==> src/rtl/qmult_seq_pkg.sv <==
// Shared fixed-point defaults and FSM encoding for the sign-magnitude arithmetic blocks.
package qmult_seq_pkg;

    localparam int Q_DEF = 23;
    localparam int N_DEF = 32;

    typedef enum logic [1:0] {
        IDLE = 2'd0,
        CALC = 2'd1,
        DONE = 2'd2
    } state_t;

endpackage

==> src/rtl/qmult_seq_if.sv <==
// Request/result bundle of the sequential multiplier; master drives operands, slave returns the product.
interface qmult_seq_if #(
    parameter int N = 32
);
    logic         i_start;
    logic [N-1:0] multiplicand;
    logic [N-1:0] multiplier;
    logic [N-1:0] mult_res;
    logic         mult_res_vld;
    logic         busy;
    logic         mult_ovf;

    modport master (
        output i_start, multiplicand, multiplier,
        input  mult_res, mult_res_vld, busy, mult_ovf
    );

    modport slave (
        input  i_start, multiplicand, multiplier,
        output mult_res, mult_res_vld, busy, mult_ovf
    );
endinterface

==> src/rtl/qmult_seq.sv <==
// Sequential sign-magnitude Q-format multiplier: one multiplier magnitude bit per cycle, N cycles per result.
module qmult_seq
    import qmult_seq_pkg::*;
#(
    parameter int Q = Q_DEF,
    parameter int N = N_DEF
) (
    input  logic      clk,
    input  logic      rst,
    qmult_seq_if.slave bus
);
    localparam int MAG_W = N - 1;
    localparam int ACC_W = 2 * MAG_W;
    localparam int CNT_W = $clog2(N);
    localparam logic [MAG_W-1:0] MAG_MAX = '1;

    state_t             state, state_nxt;
    logic [CNT_W-1:0]   cnt;
    logic [ACC_W-1:0]   acc;
    logic [ACC_W-1:0]   a_sh;
    logic [MAG_W-1:0]   b_sh;
    logic               sign;
    logic               load, step, finish, last;

    // Select the Q-aligned window of the full product; anything above it saturates.
    function automatic logic [N:0] finalize(input logic [ACC_W-1:0] p, input logic s);
        logic             ovf;
        logic [MAG_W-1:0] mag;
        ovf = (p >> (Q + MAG_W)) != '0;
        mag = ovf ? MAG_MAX : p[Q+MAG_W-1:Q];
        return {ovf, s & (mag != '0), mag};
    endfunction

    assign last     = (cnt == CNT_W'(MAG_W - 1));
    assign bus.busy = (state != IDLE);

    always_ff @(posedge clk or posedge rst) begin
        if (rst) begin
            state <= IDLE;
            cnt   <= '0;
        end else begin
            state <= state_nxt;
            if (load)
                cnt <= '0;
            else if (step)
                cnt <= cnt + 1'b1;
        end
    end

    always_comb begin
        state_nxt = state;
        load      = 1'b0;
        step      = 1'b0;
        finish    = 1'b0;
        case (state)
            IDLE: begin
                if (bus.i_start) begin
                    load      = 1'b1;
                    state_nxt = CALC;
                end
            end
            CALC: begin
                step = 1'b1;
                if (last)
                    state_nxt = DONE;
            end
            DONE: begin
                finish    = 1'b1;
                state_nxt = IDLE;
            end
            default: state_nxt = IDLE;
        endcase
    end

    // Shift-add: the multiplicand walks left while the multiplier walks right, avoiding a barrel shifter.
    always_ff @(posedge clk) begin
        if (load) begin
            a_sh <= ACC_W'(bus.multiplicand[MAG_W-1:0]);
            b_sh <= bus.multiplier[MAG_W-1:0];
            sign <= bus.multiplicand[N-1] ^ bus.multiplier[N-1];
            acc  <= '0;
        end else if (step) begin
            if (b_sh[0])
                acc <= acc + a_sh;
            a_sh <= a_sh << 1;
            b_sh <= b_sh >> 1;
        end
    end

    always_ff @(posedge clk or posedge rst) begin
        if (rst) begin
            bus.mult_res     <= '0;
            bus.mult_ovf     <= 1'b0;
            bus.mult_res_vld <= 1'b0;
        end else begin
            bus.mult_res_vld <= finish;
            if (finish)
                {bus.mult_ovf, bus.mult_res} <= finalize(acc, sign);
        end
    end

endmodule

==> src/flat_wrapper.sv <==
// flat-port wrapper written by rule: the top's interface ports become plain ports
module qmult_seq_flat import qmult_seq_pkg::*;
#(
    parameter int Q = Q_DEF,
    parameter int N = N_DEF
)
  (clk, rst, bus_i_start, bus_multiplicand, bus_multiplier, bus_mult_res, bus_mult_res_vld, bus_busy, bus_mult_ovf);
  qmult_seq_if #(.N(N)) bus_i ();
  input  logic clk;
  input  logic rst;
  input wire logic [$bits(bus_i.i_start)-1:0] bus_i_start;
  input wire logic [$bits(bus_i.multiplicand)-1:0] bus_multiplicand;
  input wire logic [$bits(bus_i.multiplier)-1:0] bus_multiplier;
  output wire logic [$bits(bus_i.mult_res)-1:0] bus_mult_res;
  output wire logic [$bits(bus_i.mult_res_vld)-1:0] bus_mult_res_vld;
  output wire logic [$bits(bus_i.busy)-1:0] bus_busy;
  output wire logic [$bits(bus_i.mult_ovf)-1:0] bus_mult_ovf;
  assign bus_i.i_start = bus_i_start;
  assign bus_i.multiplicand = bus_multiplicand;
  assign bus_i.multiplier = bus_multiplier;
  assign bus_mult_res = bus_i.mult_res;
  assign bus_mult_res_vld = bus_i.mult_res_vld;
  assign bus_busy = bus_i.busy;
  assign bus_mult_ovf = bus_i.mult_ovf;
  qmult_seq #(.Q(Q), .N(N)) u_core (.clk(clk), .rst(rst), .bus(bus_i));
endmodule
==> config.mk <==
export PLATFORM = sky130hd
export DESIGN_NAME = qmult_seq_flat
export DESIGN_NICKNAME = d
export VERILOG_FILES = /design/src/rtl/qmult_seq_pkg.sv /design/src/rtl/qmult_seq_if.sv /design/src/rtl/qmult_seq.sv /design/src/flat_wrapper.sv
export SDC_FILE = /design/constraint.sdc
export NUM_CORES = 1
export LEC_CHECK = 0
export CORE_UTILIZATION = 64
export CTS_CLUSTER_DIAMETER = 150
export DETAILED_ROUTE_END_ITERATION = 8
export DONT_BUFFER_PORTS = 1
export PLACE_DENSITY_LB_ADDON = 0.3
export SKIP_CTS_REPAIR_TIMING = 1
export SLEW_MARGIN = 20
export SYNTH_ARGS = -nofsm -noshare
export SYNTH_HDL_FRONTEND = slang
export SYNTH_SLANG_ARGS = --single-unit
==> constraint.sdc <==
create_clock -name clk -period 4.3 [get_ports clk]
set_input_delay 0.86 -clock clk [delete_from_list [all_inputs] [get_ports clk]]
set_output_delay 0.86 -clock clk [all_outputs]
set_load 0.01 [all_outputs]
==> reports/qor.yml, run 1 <==
finalSetupViolations: 0
start_kind: "flop"
drive_gt1_share_pct: 4.77
maxSlewViolCount: 0
placedCellCount: 1508
rsz0062_at_grt: "no"
cp.required_ns: 4.64
fp.dieW_um: 133
yosysWarnings: 0
worstPathArrival_ns: 3.97
synth_top_area_share_pct: 17.2
io_buffers: 0
max-slew-margin-rel_pct: 35.2
fillCellCount: 1289
num_rows: 47
finalClockSkew_ns: 0.0133
grt_pass1_wl_um: 41300
routed_wirelength_um: 25200
cp_top_family: "compound AO/OA/AOI/OAI gates"
die_y_um: 133
cts.clk_slew.worst_paths_ns: 0.08
dr.pass1.iters: 6
layout.cells.non_filler: 1540
syn-instance-count: 1352
p_leak_nw: 5.12
endpoint_kind: "flop"
irDropWorstVdd_uv: 442
avgRoutedWirePerCell_um: 16.3
grt_pass1_vias: 8706
worstSetupPathType: "reg -> reg"
antenna_found_initial: 0
max-clock-path-buffers: 2
crit_chain: "ha_1 > a21o_1 > a21oi_2 > a2111oi_4 > nor2_1 > o41ai_2 > a21oi_1 > o41ai_2 > a31oi_1 > o21ai_1 > xnor2_1 > o21ai_1"
synth.avg_cell_area_um2: 8.12
via_count: 9333
dpl.hpwl_um: 17600
yosys-top-cells-area: "edfxtp_1 17%, dfxtp_1 17%, nand2_1 13%, dfrtp_1 9.3%, a21oi_1 8.0%"
synth-seq-area-share_pct: 43.5
fp.coreArea_um2: 16600
clock-root-buffer: "clkbuf_16"
final_cell_mix: "388 x nand2_1, 176 x a21oi_1, 108 x nor2_1"
powerDensity_nw_per_um2: 823
crit_fanout: 4
die_area_um2: 17700
synth_nets: 1483
min_period_over_period_pct: 84.4
drtIter0Drc: 997
place.gp.congestion: 0.944
ys.flop_type: "dfxtp_1"
fmax_ghz: 0.275
htree_levels: 4
drcViolationCount: 0
cts_made_buffers: 17
gr-total-overflow: 0
synth_largest_area_cell: "edfxtp_1"
syn_to_final_growth_pct: 6.28
diodes: 0
track_usage_pct: 29.1
fin_crit_ns: 3.63
netlist_area_um2: 11000
grt_max_degree: 68
crit_buf_inv: 0
ys_types: 62
ant_nets: 0
cts_tree: "built"
hold_viol: 0
synth_edf_count: 63
ys_seq_elements: 197
start_util_pct: 66.0
slowest_delay_ns: 0.53
nets: 1438
status: "finished clean"
clock-sinks: 197
crit_slowest_cell: "o41ai_2"
tns_ns: 0
tightestPinTransition_ns: 0.968
max-cap-violations: 0
final_common_cell: "nand2_1"
io_pins: 102
hold_class: "in -> async"
via_per_inst: 6.06
clk_latency_ns: 0.45
async_flop_share_pct: 20.8
## layout make-up
| class | instances | area (um^2) | area share, % |
|---|---|---|---|
| clock buffers | 17 | 425 | 3.64 |
| multi-input cells | 1056 | 5850 | 50.1 |
| inverters | 24 | 92.6 | 0.793 |
| flip-flops and latches | 197 | 4780 | 41.0 |
| repair buffers | 11 | 95.1 | 0.815 |
| clock inverters | 15 | 154 | 1.32 |
| well taps | 220 | 275 | 2.36 |
## per-stage QoR
step	util, %	instance area [um^2]	setup slack [ns]	hold slack [ns]	total power, mW
after global placement	66.6	11100	0.887	0.442	7.77
after floorplan	-	11000	0.973	0.436	6.83
after detailed placement	66.6	11100	0.744	0.451	7.91
after global routing	70.1	11700	0.454	0.484	10.3
after CTS	70.1	11700	0.714	0.459	9.54
final	70.1	11700	0.670	0.450	9.60
## metal layers
metal | global-route usage (%) | part of all wire, % | up-vias | wire length [um]
met5 | 0 | 0 | - | 0
met4 | 8.75 | 1.7 | 0 | 434
met3 | 5.59 | 6.6 | 49 | 1670
met2 | 47.6 | 47 | 332 | 11700
met1 | 39.0 | 45 | 4374 | 11300
li1 | - | - | 4578 | -
## worst reg2reg max path, delay by kind of cell, from the launching register on
family,cells,cell delay [ns]
simple gates,1,0.17
xor+xnor,1,0.13
fa+ha+maj,1,0.41
compound gates,9,2.41
flops,1,0.41
## cell usage after synthesis, types with 4 or more instances
cell type,number
nand2_1,391
a21oi_1,176
nor2_1,108
dfxtp_1,93
clkbuf_1,71
edfxtp_1,63
ha_1,63
o21ai_0,46
dfrtp_1,41
a21o_1,37
xnor2_1,27
xor2_1,27
inv_1,23
nand4_1,19
nand3_1,15
nor4_1,14
o21bai_1,10
a31oi_1,9
and3_1,9
nor2b_1,8
nor3_1,8
o31ai_1,7
and2_1,6
nand2b_1,6
o21a_1,6
o21ai_1,6
a211oi_1,5
a21boi_0,5
a31o_2,5
buf_1,4
mux2i_1,4
## path summary, 6_finish.rpt
| path | startpoint | end | slack [ns] | cells after the start |
|---|---|---|---|---|
| worst max register to register | u_core.a_sh[3] | u_core.acc[55] | 0.67 | 12 |
| worst max-delay path | u_core.a_sh[3] | u_core.acc[55] | 0.67 | 12 |
| max in group asynchronous | rst | u_core.bus.mult_res[2] | 3.06 | 2 |
| min in group clk | u_core.acc[18] | u_core.acc[18] | 0.46 | 2 |
| worst min register to register | u_core.acc[18] | u_core.acc[18] | 0.46 | 2 |
| worst min-delay path | rst | u_core.bus.mult_res[24] | 0.45 | 1 |
## cell families (layout without fill, tap and decap cells)
| kind of cell | count (synthesis) | count (layout) | synth area share, % |
|---|---|---|---|
| simple gates | 597 | 597 | 22.7 |
| compound gates | 337 | 337 | 18.4 |
| flops | 197 | 197 | 43.5 |
| buf+inv | 99 | 67 | 3.38 |
| fa+ha+maj | 64 | 64 | 7.36 |
| xor+xnor | 54 | 54 | 4.31 |
| mux | 4 | 4 | 0.365 |
## power breakdown
group          switching (mW)  internal [mW]
logic                    3.00           1.78
registers               0.482           2.75
clock network           0.810          0.776
## state kept, by name, summed over array words and instances, names as in the netlist, 2 cells and up
signal and count:
u_core.b_sh 31, u_core.state 2, u_core.cnt 5, u_core.a_sh 62, u_core.bus.mult_res 32, u_core.acc 62
No activity file was read; power rests on OpenSTA's default activity.
==> run 2, diff against run 1 <==
--- a/config.mk
+++ b/config.mk
@@ -5,7 +5,8 @@
 export SDC_FILE = /design/constraint.sdc
 export NUM_CORES = 1
 export LEC_CHECK = 0
-export CORE_UTILIZATION = 64
+export ABC_AREA = 1
+export CORE_UTILIZATION = 59
 export CTS_CLUSTER_DIAMETER = 150
 export DETAILED_ROUTE_END_ITERATION = 8
 export DONT_BUFFER_PORTS = 1
==> constraint.sdc (replaced) <==
create_clock -name clk -period 3.25 [get_ports clk]
set_input_delay 0.65 -clock clk [delete_from_list [all_inputs] [get_ports clk]]
set_output_delay 0.65 -clock clk [all_outputs]
set_load 0.01 [all_outputs]
==> run 2 against run 1 <==
Net effect: non-clock buffer count is 2 higher; register-to-register slack better by 0.08 ns; final cell count rose by 55%; design area increased by 23%; synthesized cell count rose by 57%; setup slack improved by 0.081 ns; sequential share of layout area shrank 7.6 points; maximum frequency is 45% higher; die area is 32% higher; largest cell class unchanged.
==> reports/qor.yml, run 2 <==
yosysWarnings: 0  # unchanged
timing.hold.ws_ns: 0.195  # -0.255 ns
ys_seq_elements: 197  # unchanged
routed_wirelength_um: 37600  # +49%
drive_gt1_share_pct: 4.50  # -0.28 points
cp.required_ns: 3.61  # -1.03 ns
start_kind: "flop"
finalWorstSetupSlack_ns: 0.751  # +0.0815 ns
post-synth-top-count-cell: "nand2_1"
tns_ns: 0  # unchanged
pre_cts_ws_ns: 0.865  # +0.121 ns
rsz0062_at_grt: "no"
io_buffers: 0  # unchanged
dr.pass1.iters: 6  # unchanged
worstSetupPathType: "reg -> reg"
maxSlewViolCount: 0  # unchanged
fp.coreArea_um2: 22100  # +33%
placed_area_um2: 13700  # +24%
start_util_pct: 60.9  # -5.0 points
crit_fanout: 4  # unchanged
synth_top_area_share_pct: 21.4  # +4.1 points
cts_made_buffers: 17  # unchanged
finalClockSkew_ns: 0.0252  # +0.0119 ns
max-slew-margin-rel_pct: 50.9  # +16 points
worstPathArrival_ns: 2.86  # -1.11 ns
synth.avg_cell_area_um2: 6.36  # -22%
drcViolationCount: 0  # unchanged
min_period_over_period_pct: 76.9  # -7.5 points
fmax_ghz: 0.400  # +45%
ys_types: 36  # -42%
max-clock-path-buffers: 2  # unchanged
via_count: 12800  # +37%
fp.dieW_um: 153  # +15%
cts_tree: "built"
slowest_delay_ns: 0.47  # -0.06 ns
max-cap-violations: 0  # unchanged
place.gp.congestion: 1.02  # +7.6%
synth_largest_area_cell: "nand2_1"
num_rows: 54  # +15%
die_y_um: 153  # +15%
cts.clk_slew.worst_paths_ns: 0.10  # +0.02 ns
cp_common_cell: "nand2_1"
clock-sinks: 197  # unchanged
hold_viol: 0  # unchanged
ant_nets: 0  # unchanged
status: "finished clean"
antenna_found_initial: 0  # unchanged
synth_commonest_cells: "766 x nand2_1, 430 x inv_1, 199 x nor2_1"
syn_to_final_growth_pct: 6.51
grt_pass1_wl_um: 61100  # +48%
yosys-top-cells-area: "nand2_1 21%, edfxtp_1 14%, dfxtp_1 14%, inv_1 12%, dfrtp_1 7.6%"
via_per_inst: 5.35  # -12%
ys.flop_type: "dfxtp_1"
synth-seq-area-share_pct: 35.5  # -8.0 points
io_pins: 102  # unchanged
syn-instance-count: 2117  # +57%
final_cell_mix: "765 x nand2_1, 428 x inv_1, 198 x nor2_1"
gr-total-overflow: 0  # unchanged
crit_slowest_cell: "fa_1"
diodes: 0  # unchanged
r2r-start: "u_core.a_sh[0]"
crit_chain: "ha_1 > inv_1 > fa_1 > nor2_1 > o21ai_0 > nand2_1 > nand2_1 > nand3_2 > nand2_1 > nand2_1 > nor2_1 > o21bai_1 > inv_1"
final_common_cell: "nand2_1"
grt_pass1_vias: 12000  # +38%
track_usage_pct: 33.1  # +4.1 points
nets: 2231  # +55%
die_area_um2: 23400  # +32%
synth_nets: 2248  # +52%
cp-startpoint: "u_core.a_sh[0]"
fin_crit_ns: 2.50  # -1.13 ns
dpl.hpwl_um: 28700  # +63%
hold_class: "in -> async"
clk_latency_ns: 0.46  # about the same
finalSetupViolations: 0  # unchanged
top_regs: "u_core.a_sh: 62 flops, u_core.acc: 62 flops, u_core.bus.mult_res: 32 flops"
async_flop_share_pct: 20.8  # unchanged
clock-root-buffer: "clkbuf_16"
htree_levels: 4  # unchanged
netlist_area_um2: 13500  # +23%
finalInstanceArea_um2: 14300  # +23%
tightestPinTransition_ns: 0.737  # -0.231 ns
synth_edf_count: 63  # unchanged
avgRoutedWirePerCell_um: 15.7  # -3.9%
grt_max_degree: 157  # +130%
drtIter0Drc: 1057  # +6.0%
endpoint_kind: "flop"
## run 2: cell types whose count changed in the layout (fill, tap and decap cells not counted), sizes merged, moves of 10 or more
cell    before  now
xnor2       27    5
nand2      391  778
a21oi      177   78
nor4        14    4
inv         32  440
nand3       15   94
o21bai      10   33
o21ai       52   99
a21o        37    3
nor2       108  212
## run 2: cells by family after synthesis
group,share of synthesized area [%]
buffers and inverters,13.6
AND/OR/NAND/NOR,34.1
XOR/XNOR,1.89
multiplexers,0.0743
AO/OA/AOI/OAI,8.84
flip-flops,35.5
adder cells (fa/ha/maj),6.00
## run 2: final cells by class
| cell class | instances | area [um^2] |
|---|---|---|
| clock buffers | 18 | 429 |
| repair buffers | 13 | 123 |
| well taps | 280 | 350 |
| fillers | 2048 | 7750 |
| clock inverters | 14 | 174 |
| inverters | 434 | 1630 |
| flip-flops and latches | 197 | 4780 |
| multi-input cells | 1437 | 6860 |
## run 2: final timing paths
path	slack (ns)	cells after the start	endpoint
setup / recovery	0.75	13	u_core.acc[40]
hold / removal	0.19	2	u_core.bus.mult_res[29]
setup reg to reg	0.75	13	u_core.acc[40]
hold reg to reg	0.47	2	u_core.acc[0]
max in group asynchronous	2.67	2	u_core.bus.mult_res[0]
min in group clk	0.37	2	u_core.b_sh[12]
## run 2: worst max-delay path, delay by kind of cell (launching register included)
kind | cells | cell delay, ns
AO/OA/AOI/OAI | 2 | 0.25
AND/OR/NAND/NOR | 7 | 0.94
adder cells (fa/ha/maj) | 2 | 0.71
buffers and inverters | 2 | 0.13
flip-flops | 1 | 0.37
## run 2: stage by stage
| step | util [%] | std cells |
|---|---|---|
| 4_1_cts | 64.9 | 2393 |
| 6_report | 64.9 | 2393 |
| 3_3_place_gp | 62.2 | 2361 |
| 2_1_floorplan | - | 2117 |
| 3_5_place_dp | 62.2 | 2361 |
| 5_1_grt | 64.9 | 2393 |
## run 2: per-layer routing
layer	track usage (%)	vias to the layer above	wire [um]
met4	9.72	0	805
met2	50.7	494	16100
met5	0	-	0
met1	47.9	5843	17500
met3	5.50	57	3170
li1	-	6405	-
Power of run 2 is not shown: default switching activity piles up to over one toggle a cycle in this logic, so the estimate is an artifact.
